## src/rtl/decode_exec_skid_reg.sv

```systemverilog
// decode_exec_skid_reg
//   Pipeline register between decode and execute. It holds one decoded
//   instruction (two vector operands, destination select, vector flag and
//   control word) and keeps it steady until execute accepts it. A second
//   (skid) entry lets decode stream at full rate while inReady comes
//   straight from the state register, so outReady never reaches inReady
//   through logic. A synchronous flush kills everything held. A saturating
//   counter records the cycles in which execute stalls a valid instruction.
//
// Ports
//   clk, rst                  clock, asynchronous active-low reset
//   inValid / inReady         decode-side handshake
//   inOp1, inOp2, inRd,
//   inIsVector, inCtrl        instruction payload from decode
//   outValid / outReady       execute-side handshake
//   outOp1, outOp2, outRd,
//   outIsVector, outCtrl      registered payload (main entry)
//   flush                     synchronous kill of all held instructions
//   stallCount, clrCount      saturating stall-cycle counter and its clear
//
// state  | meaning
// EMPTY  | nothing held; outValid=0, inReady=1
// ONE    | main entry valid, skid empty; outValid=1, inReady=1
// FULL   | main and skid valid; outValid=1, inReady=0
module decode_exec_skid_reg #(
  parameter int regSize  = 16,
  parameter int vecSize  = 4,
  parameter int selBits  = 5,
  parameter int ctrlBits = 8,
  parameter int cntBits  = 16
) (
  input  logic                        clk,
  input  logic                        rst,
  input  logic                        inValid,
  output logic                        inReady,
  input  logic [vecSize*regSize-1:0]  inOp1,
  input  logic [vecSize*regSize-1:0]  inOp2,
  input  logic [selBits-1:0]          inRd,
  input  logic                        inIsVector,
  input  logic [ctrlBits-1:0]         inCtrl,
  output logic                        outValid,
  input  logic                        outReady,
  output logic [vecSize*regSize-1:0]  outOp1,
  output logic [vecSize*regSize-1:0]  outOp2,
  output logic [selBits-1:0]          outRd,
  output logic                        outIsVector,
  output logic [ctrlBits-1:0]         outCtrl,
  input  logic                        flush,
  output logic [cntBits-1:0]          stallCount,
  input  logic                        clrCount
);

  localparam int OpW = vecSize * regSize;

  typedef enum logic [1:0] {
    ST_EMPTY = 2'd0,
    ST_ONE   = 2'd1,
    ST_FULL  = 2'd2
  } state_t;

  state_t r_state;
  state_t w_state_nxt;

  logic [OpW-1:0]      r_main_op1, r_main_op2, r_skid_op1, r_skid_op2;
  logic [selBits-1:0]  r_main_rd, r_skid_rd;
  logic                r_main_isv, r_skid_isv;
  logic [ctrlBits-1:0] r_main_ctrl, r_skid_ctrl;
  logic [cntBits-1:0]  r_stall_cnt;

  logic w_in_ready, w_out_valid;
  logic w_in_fire, w_out_fire;
  logic w_load_main_in, w_load_main_skid, w_load_skid;

  // Handshake flags depend on the state register only.
  assign w_in_ready  = (r_state != ST_FULL);
  assign w_out_valid = (r_state != ST_EMPTY);
  assign w_in_fire   = inValid & w_in_ready;
  assign w_out_fire  = w_out_valid & outReady;

  always_ff @(posedge clk or negedge rst) begin
    if (!rst) r_state <= ST_EMPTY;
    else      r_state <= w_state_nxt;
  end

  always_comb begin
    w_state_nxt      = r_state;
    w_load_main_in   = 1'b0;
    w_load_main_skid = 1'b0;
    w_load_skid      = 1'b0;
    case (r_state)
      ST_EMPTY: begin
        if (w_in_fire) begin
          w_state_nxt    = ST_ONE;
          w_load_main_in = 1'b1;
        end
      end
      ST_ONE: begin
        if (w_in_fire && w_out_fire) begin
          w_load_main_in = 1'b1;
        end else if (w_in_fire) begin
          w_state_nxt = ST_FULL;
          w_load_skid = 1'b1;
        end else if (w_out_fire) begin
          w_state_nxt = ST_EMPTY;
        end
      end
      ST_FULL: begin
        if (w_out_fire) begin
          w_state_nxt      = ST_ONE;
          w_load_main_skid = 1'b1;
        end
      end
      default: w_state_nxt = ST_EMPTY;
    endcase
    // Flush wins over any handshake in the same cycle; an instruction
    // offered alongside flush is dropped even though inReady was high.
    if (flush) begin
      w_state_nxt      = ST_EMPTY;
      w_load_main_in   = 1'b0;
      w_load_main_skid = 1'b0;
      w_load_skid      = 1'b0;
    end
  end

  always_ff @(posedge clk or negedge rst) begin
    if (!rst) begin
      r_main_op1  <= '0;
      r_main_op2  <= '0;
      r_main_rd   <= '0;
      r_main_isv  <= 1'b0;
      r_main_ctrl <= '0;
      r_skid_op1  <= '0;
      r_skid_op2  <= '0;
      r_skid_rd   <= '0;
      r_skid_isv  <= 1'b0;
      r_skid_ctrl <= '0;
    end else begin
      if (w_load_main_in) begin
        r_main_op1  <= inOp1;
        r_main_op2  <= inOp2;
        r_main_rd   <= inRd;
        r_main_isv  <= inIsVector;
        r_main_ctrl <= inCtrl;
      end else if (w_load_main_skid) begin
        r_main_op1  <= r_skid_op1;
        r_main_op2  <= r_skid_op2;
        r_main_rd   <= r_skid_rd;
        r_main_isv  <= r_skid_isv;
        r_main_ctrl <= r_skid_ctrl;
      end
      if (w_load_skid) begin
        r_skid_op1  <= inOp1;
        r_skid_op2  <= inOp2;
        r_skid_rd   <= inRd;
        r_skid_isv  <= inIsVector;
        r_skid_ctrl <= inCtrl;
      end
    end
  end

  // Clear beats increment; flush leaves the counter alone.
  always_ff @(posedge clk or negedge rst) begin
    if (!rst) begin
      r_stall_cnt <= '0;
    end else if (clrCount) begin
      r_stall_cnt <= '0;
    end else if (w_out_valid && !outReady && (r_stall_cnt != {cntBits{1'b1}})) begin
      r_stall_cnt <= r_stall_cnt + cntBits'(1);
    end
  end

  assign inReady     = w_in_ready;
  assign outValid    = w_out_valid;
  assign outOp1      = r_main_op1;
  assign outOp2      = r_main_op2;
  assign outRd       = r_main_rd;
  assign outIsVector = r_main_isv;
  assign outCtrl     = r_main_ctrl;
  assign stallCount  = r_stall_cnt;

endmodule

```

## config.mk

```make
export PLATFORM = sky130hd
export DESIGN_NAME = decode_exec_skid_reg
export DESIGN_NICKNAME = d
export VERILOG_FILES = /design/src/rtl/decode_exec_skid_reg.sv
export SDC_FILE = /design/constraint.sdc
export NUM_CORES = 1
export LEC_CHECK = 0
export BUFFER_PORTS_ARGS = -buffer_cell sky130_fd_sc_hd__clkbuf_2
export CAP_MARGIN = 25
export CORE_ASPECT_RATIO = 1.4
export CORE_UTILIZATION = 29
export CTS_CLUSTER_DIAMETER = 100
export DETAILED_ROUTE_END_ITERATION = 12
export HOLD_SLACK_MARGIN = 0.12
export PLACE_DENSITY_LB_ADDON = 0.15
export SETUP_SLACK_MARGIN = 0.5
export SLEW_MARGIN = 20
export SYNTH_ARGS = -nofsm -noshare
export SYNTH_HDL_FRONTEND = slang
export SYNTH_SLANG_ARGS = --single-unit
```

## constraint.sdc

```tcl
create_clock -name clk -period 1.7 [get_ports clk]
set_input_delay 0.085 -clock clk [delete_from_list [all_inputs] [get_ports clk]]
set_output_delay 0.085 -clock clk [all_outputs]
set_load 0.01 [all_outputs]
```

==> flow_summary.ini <==
[run_status]
status = finished with violations
violations = setup timing

[job]
drv_cap = 0

[clock_network]
htree_levels = 2
cts_tree = built
clockRootBuffer = clkbuf_16
clock_latency_ns = 0.52
numCtsBuffers = 34
cts_buffer_depth = 3
cts.sinks = 302
clkTransAtPathRegs_ns = 0.06
cts_hold_buf = 147

[setup_path]
cp_slowest_cell = dfrtp_2
crit_chain = nor3b_2 > nand3b_1 > buf_6 > clkbuf_16 > clkbuf_16 > mux2_2
required_ns = 2.09
start_kind = flop
reg2regPathDepth = 6
cpMostUsedCell = clkbuf_16
crit_fanout = 7
r2r_slack_ns = -0.007
end_kind = flop
cp.arrival_ns = 2.10
crit_type = reg -> reg
cpPeakStageDelay_ns = 0.41

[pwr]
vdd_drop_max_uv = 729
power.density_mw_per_mm2 = 1090
p_leak_nw = 8.95

[finish]
n_antenna_cell = 0
seq_area_mm2 = 0.00757
fin_util = 0.454
fin_area_mm2 = 0.0199
layout.nets = 1744
drive_above_1_share = 0.438
syn2layout_area_growth_pct = 54.7
layout.cells.non_filler = 2179
nFillCells = 4150
multi_input_area_mm2 = 0.00528

[synthesis]
synthArstFlopShare = 1.00
syn_inst = 1034
syn_nets = 1183
avgSynthCellArea_um2 = 12.5
syn_area_mm2 = 0.0129
synth_edf_count = 0
yosys_warnings = 0
ys_ff_latch = 302
synth_flop_cell = dfrtp_1
ys_types = 40
seq_area_frac_synth = 0.586

[grt]
grt_pass1_vias = 10800
track_usage = 0.171
grt_overflow = 0
grt_pass1_wl_um = 61200
grt_max_degree = 41
antenna_found_initial = 0

[timing]
finalSetupViolations = 6
fmax_mhz = 586
period_share = 1.00
relSlewSlack = 0.634
rsz0062_at_grt = true
worstMarginPinSlew_ns = 0.549
finalSetupTns_ns = -0.0207
finalWorstSetupSlack_ns = -0.00691
hold_violations = 0
period_needed_ns = 1.71
skew_ns = 0.0140
maxSlewViolCount = 0

[worst_hold_path]
holdCritPathClass = in -> async

[placed_design]
dp_hpwl_um = 24500
portBuffers = 307
place_congestion = 0.746
placed_cells = 1913
placed_area_mm2 = 0.0158

[floorplan]
die_y_um = 251
die_x_um = 180
rows = 91
initial_core_util = 0.293
coreArea_mm2 = 0.0439
num_io_pins = 308
fp.dieArea_mm2 = 0.0453

[detailed_routing]
avgRoutedWirePerCell_um = 18.1
routed_wl_um = 39400
drc = 0
drt_pre_antenna_iters = 4
via_count = 10100
vias_per_cell = 4.62
ant_nets = 0
drt_iter0_markers = 312
-- report_power, final --
| part | total [mW] | switching [mW] | internal (mW) | leakage, nW |
|---|---|---|---|---|
| clock network | 7.89 | 2.96 | 4.93 | 0.596 |
| logic | 4.18 | 1.86 | 2.32 | 4.81 |
| registers | 9.65 | 0.850 | 8.80 | 3.54 |
-- synth_stat cells (8+ instances only) --
library cell,instances,area share
nor2_1,149,0.043
clkbuf_1,22,0.0064
mux2i_1,143,0.11
mux2_1,32,0.028
buf_8,9,0.010
buf_4,8,0.0047
buf_2,19,0.0074
buf_1,9,0.0026
a21oi_1,156,0.061
dfrtp_1,302,0.59
mux2_2,113,0.099
-- worst max-delay path: cells and delay by family (launching register included) --
kind,cells,cell delay (ns)
buf+inv,3,0.53
mux,1,0.26
simple gates,2,0.39
flops,1,0.41
-- state kept, by name, summed over array words and instances, names as in the netlist --
register and cells:
r_state 2, outOp2 64, r_skid_op2 64, r_skid_ctrl 8, r_skid_op1 64, outRd 5
r_skid_isv 1, outOp1 64, r_skid_rd 5, stallCount 16, outCtrl 8, outIsVector 1
-- routing by layer --
layer	vias to the layer above	share of wire	GRT usage
met5	-	0	0
met4	0	0.022	0.0527
met3	51	0.045	0.0349
met2	232	0.54	0.318
met1	5000	0.39	0.195
li1	4786	-	-
-- path summary, 6_finish.rpt --
path,start,endpoint
max reg2reg,r_state[1]$_DFFE_PN0P_,r_skid_op2[27]$_DFFE_PN0P_
min in group clk,outReady,stallCount[5]$_DFFE_PN0P_
max in group asynchronous,rst,outOp1[8]$_DFFE_PN0P_
min,rst,r_skid_op1[56]$_DFFE_PN0P_
max,r_state[1]$_DFFE_PN0P_,r_skid_op2[27]$_DFFE_PN0P_
min reg2reg,r_skid_op2[42]$_DFFE_PN0P_,r_skid_op2[42]$_DFFE_PN0P_
-- cell families after synthesis --
kind of cell / Yosys count / synth area share
flip-flops: 302 / 0.586
multiplexers: 288 / 0.238
AND/OR/NAND/NOR: 199 / 0.0722
AO/OA/AOI/OAI: 173 / 0.0694
buffers and inverters: 71 / 0.0333
adder cells (fa/ha/maj): 1 / 0.000971
-- through the flow --
stage                     hold WS, ns  total power [mW]  worst slack [ns]
after global routing           0.0785              22.8            -0.100
final                          0.0619              21.7          -0.00691
after CTS                      0.0576              22.0            0.0175
after global placement         0.0194              13.4          -0.00923
after floorplan                -0.211              11.8             0.100
after detailed placement       0.0225              13.5          -0.00851
-- placed cells by master, fill, tap and decap left out, types with 17 or more instances in the layout --
master         count
clkbuf_2         301
dfrtp_1          294
dlygate4sd3_1    147
a21oi_1          145
mux2i_1          137
nor2_1           137
mux2_2           113
clkbuf_16         49
buf_4             43
mux2_4            32
buf_6             28
buf_12            25
buf_8             19
buf_16            17
-- layout make-up --
| cell class | count | share of cell area |
|---|---|---|
| sequential | 302 | 0.380 |
| multi-input combinational | 661 | 0.265 |
| timing repair buffer | 593 | 0.260 |
| clock buffer | 54 | 0.0537 |
| tap | 558 | 0.0350 |
| clock inverter | 8 | 0.00703 |
| inverter | 3 | 0.000565 |
-- what timing repair did --
| action | CTS | global route |
|---|---|---|
| hold endpoints to repair | 594 | 29 |
| resized for setup | 92 | 69 |
| pin swaps | 42 | 31 |
| setup endpoints to repair | 317 | 320 |
| cloned | 13 | 13 |
| buffers inserted | 22 | 9 |
Note: power is estimated with default switching activity, not from simulation.
